==> src/rtl/data_sram_bridge_pkg.sv <==
// Shared encodings for the data-SRAM to request/acknowledge bus bridge:
// FSM state codes, bus transfer sizes and the decoded request fields.
package data_sram_bridge_pkg;

    localparam logic [1:0] ST_IDLE = 2'd0;
    localparam logic [1:0] ST_REQ  = 2'd1;
    localparam logic [1:0] ST_WAIT = 2'd2;
    localparam logic [1:0] ST_DONE = 2'd3;

    localparam logic [1:0] MEM_SIZE_BYTE = 2'd0;
    localparam logic [1:0] MEM_SIZE_HALF = 2'd1;
    localparam logic [1:0] MEM_SIZE_WORD = 2'd2;

    typedef struct packed {
        logic       wr;
        logic [1:0] size;
        logic [3:0] wstrb;
    } req_dec_t;

endpackage

==> src/rtl/data_sram_size_dec.sv <==
// Combinational decode of the core byte-write strobes into bus direction,
// transfer size and byte strobes.
module data_sram_size_dec
    import data_sram_bridge_pkg::*;
(
    input  logic [3:0] wen,
    output req_dec_t   dec
);

    // Strobe pattern to size; unrecognised patterns go out as a word with raw strobes
    always_comb begin
        dec.wr    = (wen != 4'b0000);
        dec.wstrb = wen;
        dec.size  = MEM_SIZE_WORD;
        case (wen)
            4'b0011, 4'b1100:                   dec.size = MEM_SIZE_HALF;
            4'b0001, 4'b0010, 4'b0100, 4'b1000: dec.size = MEM_SIZE_BYTE;
            default:                            dec.size = MEM_SIZE_WORD;
        endcase
    end

endmodule

==> src/rtl/data_sram_bridge.sv <==
// Converts the core's single-cycle data-SRAM request into a req/addr_ok,
// data_ok bus transaction, stalling the pipeline while it is in flight.
module data_sram_bridge
    import data_sram_bridge_pkg::*;
#(
    parameter bit POST_WRITES = 1'b1
) (
    input  logic        clk,
    input  logic        rst,
    input  logic        data_sram_en,
    input  logic [3:0]  data_sram_wen,
    input  logic [31:0] data_sram_addr,
    input  logic [31:0] data_sram_wdata,
    output logic [31:0] data_sram_rdata,
    input  logic        ex_stall,
    output logic        stallreq_from_mem,
    output logic        mem_req,
    output logic        mem_wr,
    output logic [1:0]  mem_size,
    output logic [3:0]  mem_wstrb,
    output logic [31:0] mem_addr,
    output logic [31:0] mem_wdata,
    input  logic        mem_addr_ok,
    input  logic        mem_data_ok,
    input  logic [31:0] mem_rdata
);

    logic [1:0] state_r;
    logic       wr_pend_r;
    logic       stall_s;
    req_dec_t   dec_s;

    data_sram_size_dec u_size_dec (
        .wen (data_sram_wen),
        .dec (dec_s)
    );

    // Stall request: raised as soon as the core asks, dropped once the access is done
    always_comb begin
        stall_s = 1'b0;
        case (state_r)
            ST_IDLE: stall_s = data_sram_en;
            ST_REQ:  stall_s = 1'b1;
            ST_WAIT: stall_s = 1'b1;
            ST_DONE: stall_s = 1'b0;
            default: stall_s = 1'b0;
        endcase
    end

    // Reset forces the stall low immediately even though en may still be high
    assign stallreq_from_mem = stall_s & ~rst;

    // Transaction FSM, request register, read-data register and posted-write tracking
    always_ff @(posedge clk or posedge rst) begin
        if (rst) begin
            state_r         <= ST_IDLE;
            wr_pend_r       <= 1'b0;
            mem_req         <= 1'b0;
            mem_wr          <= 1'b0;
            mem_size        <= 2'd0;
            mem_wstrb       <= 4'd0;
            mem_addr        <= 32'd0;
            mem_wdata       <= 32'd0;
            data_sram_rdata <= 32'd0;
        end else begin
            case (state_r)
                ST_IDLE: begin
                    if (mem_data_ok) begin
                        wr_pend_r <= 1'b0;
                    end
                    // Nothing issues behind a posted write, so data_ok stays unambiguous
                    if (data_sram_en && !wr_pend_r) begin
                        state_r   <= ST_REQ;
                        mem_req   <= 1'b1;
                        mem_wr    <= dec_s.wr;
                        mem_size  <= dec_s.size;
                        mem_wstrb <= dec_s.wstrb;
                        mem_addr  <= data_sram_addr;
                        mem_wdata <= data_sram_wdata;
                    end
                end
                ST_REQ: begin
                    if (mem_addr_ok) begin
                        mem_req <= 1'b0;
                        if (mem_wr && POST_WRITES) begin
                            state_r   <= ST_DONE;
                            wr_pend_r <= ~mem_data_ok;
                        end else if (mem_data_ok) begin
                            if (!mem_wr) begin
                                data_sram_rdata <= mem_rdata;
                            end
                            state_r <= ST_DONE;
                        end else begin
                            state_r <= ST_WAIT;
                        end
                    end
                end
                ST_WAIT: begin
                    if (mem_data_ok) begin
                        if (!mem_wr) begin
                            data_sram_rdata <= mem_rdata;
                        end
                        state_r <= ST_DONE;
                    end
                end
                ST_DONE: begin
                    if (mem_data_ok) begin
                        wr_pend_r <= 1'b0;
                    end
                    // EX still holds the same instruction with en high while stalled elsewhere
                    if (!ex_stall) begin
                        state_r <= ST_IDLE;
                    end
                end
                default: begin
                    state_r <= ST_IDLE;
                end
            endcase
        end
    end

endmodule
==> config.mk <==
export PLATFORM = sky130hd
export DESIGN_NAME = data_sram_bridge
export DESIGN_NICKNAME = d
export VERILOG_FILES = /design/src/rtl/data_sram_bridge_pkg.sv /design/src/rtl/data_sram_size_dec.sv /design/src/rtl/data_sram_bridge.sv
export SDC_FILE = /design/constraint.sdc
export NUM_CORES = 1
export LEC_CHECK = 0
export ABC_AREA = 1
export BUFFER_PORTS_ARGS = -buffer_cell sky130_fd_sc_hd__buf_4
export CAP_MARGIN = 20
export CORE_AREA = 2 2 139 87
export CTS_CLUSTER_DIAMETER = 150
export CTS_CLUSTER_SIZE = 20
export DETAILED_ROUTE_END_ITERATION = 16
export DIE_AREA = 0 0 141 89
export PLACE_DENSITY = 0.69
export SYNTH_ARGS = -nofsm -noshare
export SYNTH_HDL_FRONTEND = slang
export SYNTH_SLANG_ARGS = --single-unit
==> constraint.sdc <==
create_clock -name clk -period 4.9 [get_ports clk]
set_input_delay 1.225 -clock clk [delete_from_list [all_inputs] [get_ports clk]]
set_output_delay 1.225 -clock clk [all_outputs]
set_load 0.01 [all_outputs]
==> results of run 1 <==
-- path summary, 6_finish.rpt --
check                                           end  slack [ps]  depth (start not counted)
worst min-delay path             data_sram_rdata[2]         480                          2
min in group asynchronous       data_sram_rdata[26]        1030                          2
worst max register to register  data_sram_rdata[13]        2240                          7
worst min register to register   data_sram_rdata[2]         480                          2
worst max-delay path              stallreq_from_mem        1250                          5
max in group asynchronous              mem_addr[24]        2490                          3
-- registers in the layout (all words and copies together), names as in the netlist --
signal and count:
mem_wr 1, wr_pend_r 1, mem_wstrb 4, mem_size 2
mem_req 1, data_sram_rdata 32, mem_addr 32, state_r 2
mem_wdata 32
-- placed cells by master (no fill, tap or decap) --
cell type / instances
o21ai_2: 1
buf_12: 1
nand4_1: 32
inv_2: 2
nand2_2: 1
inv_1: 13
clkbuf_16: 9
buf_4: 213
o21ai_0: 12
inv_6: 1
nand2_1: 285
nor2_1: 8
nand3_2: 2
clkinvlp_4: 3
ha_1: 6
nor2_4: 1
dfrtp_1: 107
clkbuf_8: 2
or2_2: 2
nand3_1: 7
clkinv_4: 1
clkbuf_1: 1
-- Yosys cell counts (all sizes together) --
master,instances
nand2,286
dfrtp,107
nand4,32
buf,21
inv,16
o21ai,13
nand3,9
nor2,9
clkbuf,6
ha,6
or2,2
-- kinds of logic (layout without fill, tap and decap cells) --
logic type | Yosys count | count (layout) | share of synthesized area, %
simple gates | 338 | 338 | 31.43
flops | 107 | 107 | 60.99
buf+inv | 43 | 246 | 4.303
compound gates | 13 | 13 | 1.567
fa+ha+maj | 6 | 6 | 1.710
-- power breakdown --
part | switching (uW) | leakage (uW) | internal (uW)
clock network | 314 | 0.000135 | 376
registers | 241 | 0.00134 | 1300
logic | 1020 | 0.00212 | 833
total | 1570 | 0.00359 | 2510
-- metal layers --
layer,vias to the layer above,global-route usage (%)
met5,-,0
met3,13,6.963
met4,0,4.182
met2,163,30.11
li1,1977,-
met1,1873,26.02
-- critical path: cells and delay by family --
kind / cells / cell delay, ps
simple gates: 1 / 60
buf+inv: 3 / 830
compound gates: 1 / 290
-- through the flow --
stage	std cells	total power (uW)	instance area, sq um
after CTS	853	4131	6339
final	854	4080	6359
after global routing	854	4406	6359
after floorplan	507	2495	4394
after detailed placement	837	3420	6050
after global placement	837	3362	6050
-- cell type report --
cell class | count | area (sq um) | area share (%)
multi-input combinational | 357 | 1529 | 24.05
inverter | 16 | 63.81 | 1.004
tap | 144 | 180.2 | 2.834
clock buffer | 12 | 256.5 | 4.034
timing repair buffer | 214 | 1619 | 25.46
sequential | 107 | 2678 | 42.11
clock inverter | 4 | 32.53 | 0.5116
==> out/results.txt, run 1 <==
synth top area cells: dfrtp_1 (61%), nand2_1 (24%), nand4_1 (4.6%), buf_2 (1.8%), ha_1 (1.7%)
HPWL after DPL: 8600 um
DR WL met2: 5309 um
Hold Crit Class: flip-flop to flip-flop
Lkg Pwr: 0.003594 uW
CTS sink count: 107
CP Launch Type: input port
# DRC: 0
I/O Pins: 211
YS warnings: 0
TritonCTS clock tree: yes
Syn Inst Count: 507
# diodes: 0
total number of H-tree levels: 3
die width: 141 um
Clock Skew: 11.19 ps
Setup Buffers After CTS: 0
status: finished clean
Port Buf Inserts: 210
Final Slew Violations: 0
TritonRoute pass-1 iters: 5
ANT nets after route: 0
DR vias: 4026
top sig layer: met4
min-delay src: data_sram_rdata[2]
Synth Net Count: 619
# Max-Cap Violations: 0
die area: 0.01255 sq mm
CP max FO: 37
Routability Congestion: 0.8015
worst relative slew slack: 37.66%
Final min period: 3655 ps
Std-Cell Rows: 30
critical path arrival: 2430 ps
starting density of the core: 39.38%
TritonCTS buffer count: 9
endpoints failing hold: 0
RR Startpoint: state_r[1]
Synth Cell Area: 0.004390 sq mm
Worst Setup SP: rst
Setup TNS: 0 ps
Fill cells: 1011
largest net degree at the start of global routing: 75
Worst path slowest cell: clkinvlp_4
data required time of the critical path: 3670 ps
Final WS setup: 1245 ps
cell taking the most area after synthesis: dfrtp_1
WL/cell: 14.04 um
Setup-failing EPs final: 0
top-area cell type share of the netlist area: 60.99%
area grow syn2layout: 44.83%
first-pass GRT wire length: 19070 um
WHS: 476.9 ps
Avg Inst Size Synth: 8.660 sq um
CP Class: input port to primary output
unrepaired setup endpoints after global routing: no
Core Util, Final: 57.04%
number of global-route vias before repair: 3955
#FFs+latches synth: 107
Post-Route M1 WL: 5499 um
core region area: 0.01115 sq mm
Final period util: 74.59%
Worst setup EP type: primary output
nets: 817
post-synthesis cell type count: 18
worst slew pin tran: 935.1 ps
CTS Root Cell: clkbuf_16
Clk Latency, worst-skew pair: 340 ps
total grt overflow: 0
critical path's largest stage delay: 600 ps
Fmax achieved: 273.6 MHz
Resize count post-CTS: 0
GRT Util Overall: 19.18%
drt total wl: 11990 um
share of cells above drive strength 1: 33.66%
Post-Place Setup Slack: 1177 ps
CTS Hold Bufs: 0
worst path cell trace: buf_4, clkinvlp_4, o21ai_0, nor2_1, buf_4
ratio of total power to cell area: 641.7 mW/mm^2
Die Span Y: 89 um
met3 wire length: 1083 um
drt via density: 4.714
most frequent CP cell: buf_4
clk slew on worst S/H paths: 70 ps
initial antenna violation count: 0
register area share after synthesis: 60.99%
clk buf depth: 2
Worst IR Drop VDD: 335.9 uV
DR iter-0 viols: 136
No activity file was read; power rests on OpenSTA's default activity.
==> inputs of run 2 (changes only) <==
Settings changed: PLACE_DENSITY 0.69 to 0.66.
Clock period 4.9 ns to 3.8 ns, I/O delays scaled along.
==> run 2 against run 1 <==
Effect of this change:
- sequential power rose by 30%
- combinational power rose by 28%
- register-to-register slack got worse by 870 ps
- global-route usage fell by 0.47 points
- setup slack got worse by 83 ps
- largest cell class unchanged
- highest routed layer unchanged
==> out/results.txt, run 2 (synthesis gave the netlist of run 1 again) <==
clock network power share: 17.8% (+0.9 points)
Worst IR Drop VDD: 381.2 uV (+13%)
Port Buf Inserts: 210 (unchanged)
Final Slew Violations: 0 (unchanged)
clk slew on worst S/H paths: 70 ps (about the same)
commonest non-fill, non-tap cells in the layout: nand2_1 (285), buf_4 (215), dfrtp_1 (107)
number of global-route vias before repair: 3701 (-6.4%)
CTS Hold Bufs: 0 (unchanged)
data required time of the critical path: 2850 ps (-820 ps)
drt via density: 4.732 (+0.38%)
starting density of the core: 39.38% (unchanged)
Final period util: 69.41%
Routability Congestion: 0.8102 (+1.1%)
I/O Pins: 211 (unchanged)
Flop pwr share: 37.7% (about the same)
Hold Crit Class: flip-flop to flip-flop
Multi-input gate area: 0.001529 sq mm (unchanged)
final cell count without fillers: 855 (+0.12%)
Die Span Y: 89 um (unchanged)
first-pass GRT wire length: 18600 um (-2.5%)
# DRC: 0 (unchanged)
total number of H-tree levels: 3 (unchanged)
critical path arrival: 1690 ps (-740 ps)
Clk Latency, worst-skew pair: 340 ps (about the same)
clk buf depth: 2 (unchanged)
Setup Buffers After CTS: 0 (unchanged)
worst relative slew slack: 51.46% (+14 points)
die width: 141 um (unchanged)
TritonCTS clock tree: yes
total grt overflow: 0 (unchanged)
most common cell after layout, fill and taps aside: nand2_1
Final WS setup: 1162 ps (-82.73 ps)
Resize count post-CTS: 0 (unchanged)
status: finished clean
biggest regs: data_sram_rdata: 32 flops, mem_addr: 32 flops, mem_wdata: 32 flops
Sw Ratio: 38.00% (-0.59 points)
WL/cell: 13.95 um (-0.64%)
CP max FO: 6 (-84%)
HPWL after DPL: 8671 um (+0.83%)
Final min period: 2638 ps
design area: 0.006389 sq mm (+0.47%)
Worst setup EP type: primary output
share of cells above drive strength 1: 33.76% (+0.093 points)
drt total wl: 11930 um (-0.53%)
DR vias: 4046 (+0.50%)
CTS Root Cell: clkbuf_16
unrepaired setup endpoints after global routing: no
# Max-Cap Violations: 0 (unchanged)
Fmax achieved: 379.1 MHz
combinational power share: 44.5% (-0.9 points)
Psw: 2021 uW (+28%)
Setup-failing EPs final: 0 (unchanged)
Clock Skew: 6.787 ps (-4.408 ps)
endpoints failing hold: 0 (unchanged)
ratio of total power to cell area: 832.6 mW/mm^2 (+30%)
ANT nets after route: 0 (unchanged)
register area: 0.002678 sq mm (unchanged)
internal power: 3298 uW (+32%)
Setup TNS: 0 ps (unchanged)
Std-Cell Rows: 30 (unchanged)
TritonRoute pass-1 iters: 4 (-1)
CP Launch Type: flip-flop
Core Util, Final: 57.31% (+0.27 points)
die area: 0.01255 sq mm (unchanged)
Worst path slowest cell: dfrtp_1
core region area: 0.01115 sq mm (unchanged)
largest net degree at the start of global routing: 75 (unchanged)
area grow syn2layout: 45.51%
Fill cells: 991 (-2.0%)
# diodes: 0 (unchanged)
worst path cell trace: inv_1, ha_1, o21ai_0, nor2_1, buf_4
initial antenna violation count: 0 (unchanged)
TritonCTS buffer count: 9 (unchanged)
Lkg Pwr: 0.003618 uW (+0.65%)
worst slew pin tran: 728.1 ps (-206.9 ps)
Cell Area, Placed: 0.006065 sq mm (+0.25%)
CTS sink count: 107 (unchanged)
critical path's largest stage delay: 440 ps (-160 ps)
GRT Util Overall: 18.71% (-0.47 points)
CP Class: flip-flop to primary output
nets: 819 (+0.24%)
DR iter-0 viols: 294 (+120%)
placed insts: 839 (+0.24%)
Post-Place Setup Slack: 1183 ps (+6.850 ps)
[run 2: changes by cell type in the layout (fill, tap and decap cells not counted)]
cell	before	now
clkinvlp_4	3	1
clkinv_4	1	2
inv_6	1	0
buf_4	213	215
bufinv_16	0	1
[run 2: area by class of cell]
| type | count | area share [%] |
|---|---|---|
| clock inverter | 3 | 0.7442 |
| timing repair buffer | 216 | 25.58 |
| sequential | 107 | 41.91 |
| multi-input combinational | 357 | 23.93 |
| tap | 144 | 2.820 |
| inverter | 16 | 0.9988 |
| clock buffer | 12 | 4.015 |
[run 2: path summary, 6_finish.rpt]
path | slack (ps) | from | depth (start not counted) | to
hold / removal | 480 | data_sram_rdata[30] | 2 | data_sram_rdata[30]
setup / recovery | 1160 | state_r[0] | 5 | stallreq_from_mem
max in group asynchronous | 1840 | rst | 4 | mem_wdata[16]
setup reg to reg | 1370 | state_r[1] | 6 | data_sram_rdata[10]
min in group asynchronous | 850 | rst | 3 | data_sram_rdata[23]
hold reg to reg | 480 | data_sram_rdata[30] | 2 | data_sram_rdata[30]
[run 2: power groups by stage]
stage	Sequential, uW	Combinational [uW]	Clock [uW]
final	2000	2370	947
after global routing	2070	2630	1020
after CTS	2000	2390	971
after detailed placement	2000	2400	0
after global placement	2010	2330	0
after floorplan	2200	1010	0
[run 2: stage by stage]
step | hold slack, ps | power [uW]
floorplan | 453.0 | 3218
finish | 476.4 | 5319
CTS | 481.9 | 5367
global placement | 457.9 | 4338
global route | 501.0 | 5724
detailed placement | 462.8 | 4404
[run 2: per-layer routing]
metal,global-route usage [%],share of wire [%]
met4,5.182,1.3
met5,0,0
met3,6.106,8.8
met1,26.57,46
met2,27.85,44
[run 2: critical path, delay by kind of cell (launching register included)]
kind            cells  cell delay [ps]
simple gates        1               80
fa+ha+maj           1              390
flops               1              440
buf+inv             2              270
compound gates      1              180
==> inputs of run 3 (changes only) <==
Clock period 3.8 ns to 2.6 ns, I/O delays scaled along.
==> run 3 against run 2 <==
Effect of this change:
- sequential power up 46%
- clock skew grew 1.4 ps
- wire length increased by 0.80%
- critical endpoint unchanged
- largest cell class unchanged
- largest power group unchanged
- highest routed layer unchanged
==> out/results.txt, run 3 (synthesis gave the netlist of run 1 again) <==
endpoints failing hold: 0 (unchanged)
Die Span Y: 89 um (unchanged)
share of cells above drive strength 1: 33.89% (+0.14 points)
placed insts: 842 (+0.36%)
Resize count post-CTS: 0 (unchanged)
Port Buf Inserts: 210 (unchanged)
die area: 0.01255 sq mm (unchanged)
CTS sink count: 107 (unchanged)
first-pass GRT wire length: 18980 um (+2.1%)
CP Launch Type: flip-flop
CTS Root Cell: clkbuf_16
status: finished clean
drt total wl: 12030 um (+0.80%)
clk buf depth: 2 (unchanged)
worst slew pin tran: 713.1 ps (-14.99 ps)
total number of H-tree levels: 3 (unchanged)
Fmax achieved: 442.3 MHz
die width: 141 um (unchanged)
Clk Latency, worst-skew pair: 340 ps (about the same)
clk slew on worst S/H paths: 70 ps (about the same)
ANT nets after route: 0 (unchanged)
Clock Skew: 8.198 ps (+1.411 ps)
Worst IR Drop VDD: 516.9 uV (+36%)
nets: 821 (+0.24%)
GRT Util Overall: 19.19% (+0.49 points)
CP max FO: 6 (unchanged)
Core Util, Final: 57.26% (about the same)
initial antenna violation count: 0 (unchanged)
starting density of the core: 39.38% (unchanged)
worst relative slew slack: 52.46% (+1.0 points)
HPWL after DPL: 8845 um (+2.0%)
critical path arrival: 1610 ps (-80 ps)
Setup-failing EPs final: 0 (unchanged)
data required time of the critical path: 1950 ps (-900 ps)
commonest non-fill, non-tap cells in the layout: nand2_1 (285), buf_4 (218), dfrtp_1 (107)
TritonRoute pass-1 iters: 4 (unchanged)
TritonCTS clock tree: yes
CP Class: flip-flop to primary output
DR iter-0 viols: 222 (-24%)
WHS: 251.8 ps (-224.6 ps)
I/O Pins: 211 (unchanged)
total grt overflow: 0 (unchanged)
area grow syn2layout: 45.40% (about the same)
drt via density: 4.671 (-1.3%)
Setup Buffers After CTS: 0 (unchanged)
largest net degree at the start of global routing: 75 (unchanged)
unrepaired setup endpoints after global routing: no
ratio of total power to cell area: 1213 mW/mm^2 (+46%)
# Max-Cap Violations: 0 (unchanged)
core region area: 0.01115 sq mm (unchanged)
Final Slew Violations: 0 (unchanged)
Worst setup EP type: primary output
DR vias: 4008 (-0.94%)
Std-Cell Rows: 30 (unchanged)
Setup TNS: 0 ps (unchanged)
biggest regs: data_sram_rdata: 32 flops, mem_addr: 32 flops, mem_wdata: 32 flops
# diodes: 0 (unchanged)
Lkg Pwr: 0.003614 uW (-0.10%)
Final period util: 86.95%
WL/cell: 14.02 um (+0.44%)
number of global-route vias before repair: 3825 (+3.4%)
Final min period: 2261 ps
Hold Crit Class: input port to asynchronous set/reset pin
most common cell after layout, fill and taps aside: nand2_1
CTS Hold Bufs: 0 (unchanged)
# DRC: 0 (unchanged)
Routability Congestion: 0.8015 (-1.1%)
final cell count without fillers: 858 (+0.35%)
TritonCTS buffer count: 9 (unchanged)
==> run 3: changes by cell type in the layout (fill, tap and decap cells not counted), sizes merged <==
cell and change:
buf +2, clkinv -1, clkinvlp +2
==> run 3: routing by layer <==
metal  routed length (um)  vias up  global-route usage (%)
li1                     -     1996                       -
met1                 5528     1855                   26.44
met2                 5507      147                   30.07
met3                  870       10                   5.999
met4                  119        0                   4.818
met5                    0        -                       0
==> run 3: worst paths after layout <==
kind | cells past startpoint | slack, ps | from | to
max | 5 | 340 | state_r[0] | stallreq_from_mem
min | 2 | 250 | rst | mem_wdata[1]
max reg2reg | 6 | 670 | state_r[1] | data_sram_rdata[20]
min reg2reg | 2 | 470 | data_sram_rdata[16] | data_sram_rdata[16]
max in group asynchronous | 3 | 1440 | rst | mem_wdata[16]
min in group clk | 2 | 470 | data_sram_rdata[16] | data_sram_rdata[16]
==> run 3: critical path, stage by stage, from the launching register on <==
cell	delay [ps]
dfrtp_1	430
inv_1	120
ha_1	360
o21ai_0	170
nor2_1	60
buf_4	140
==> run 3: final cells by class <==
class	instances	area [sq um]
clock buffers	12	246.5
clock inverters	4	50.05
fillers	1031	4765
inverters	16	63.81
multi-input cells	357	1529
flip-flops and latches	107	2678
well taps	144	180.2
repair buffers	218	1637
==> run 3: power by group <==
group	switching, uW	total [uW]	leakage (uW)	internal (uW)
Combinational	1900	3470	0.00214	1570
Clock	573	1350	0.000139	772
Sequential	480	2930	0.00134	2450
==> run 3: through the flow <==
stage          total power, uW  worst slack, ps  cell area [sq um]
6_report                  7741            339.2               6384
5_1_grt                   8380            221.4               6384
4_1_cts                   7847            306.9               6384
3_5_place_dp              6469            581.2               6087
3_3_place_gp              6354            588.3               6087
2_1_floorplan             4703           -561.0               4394
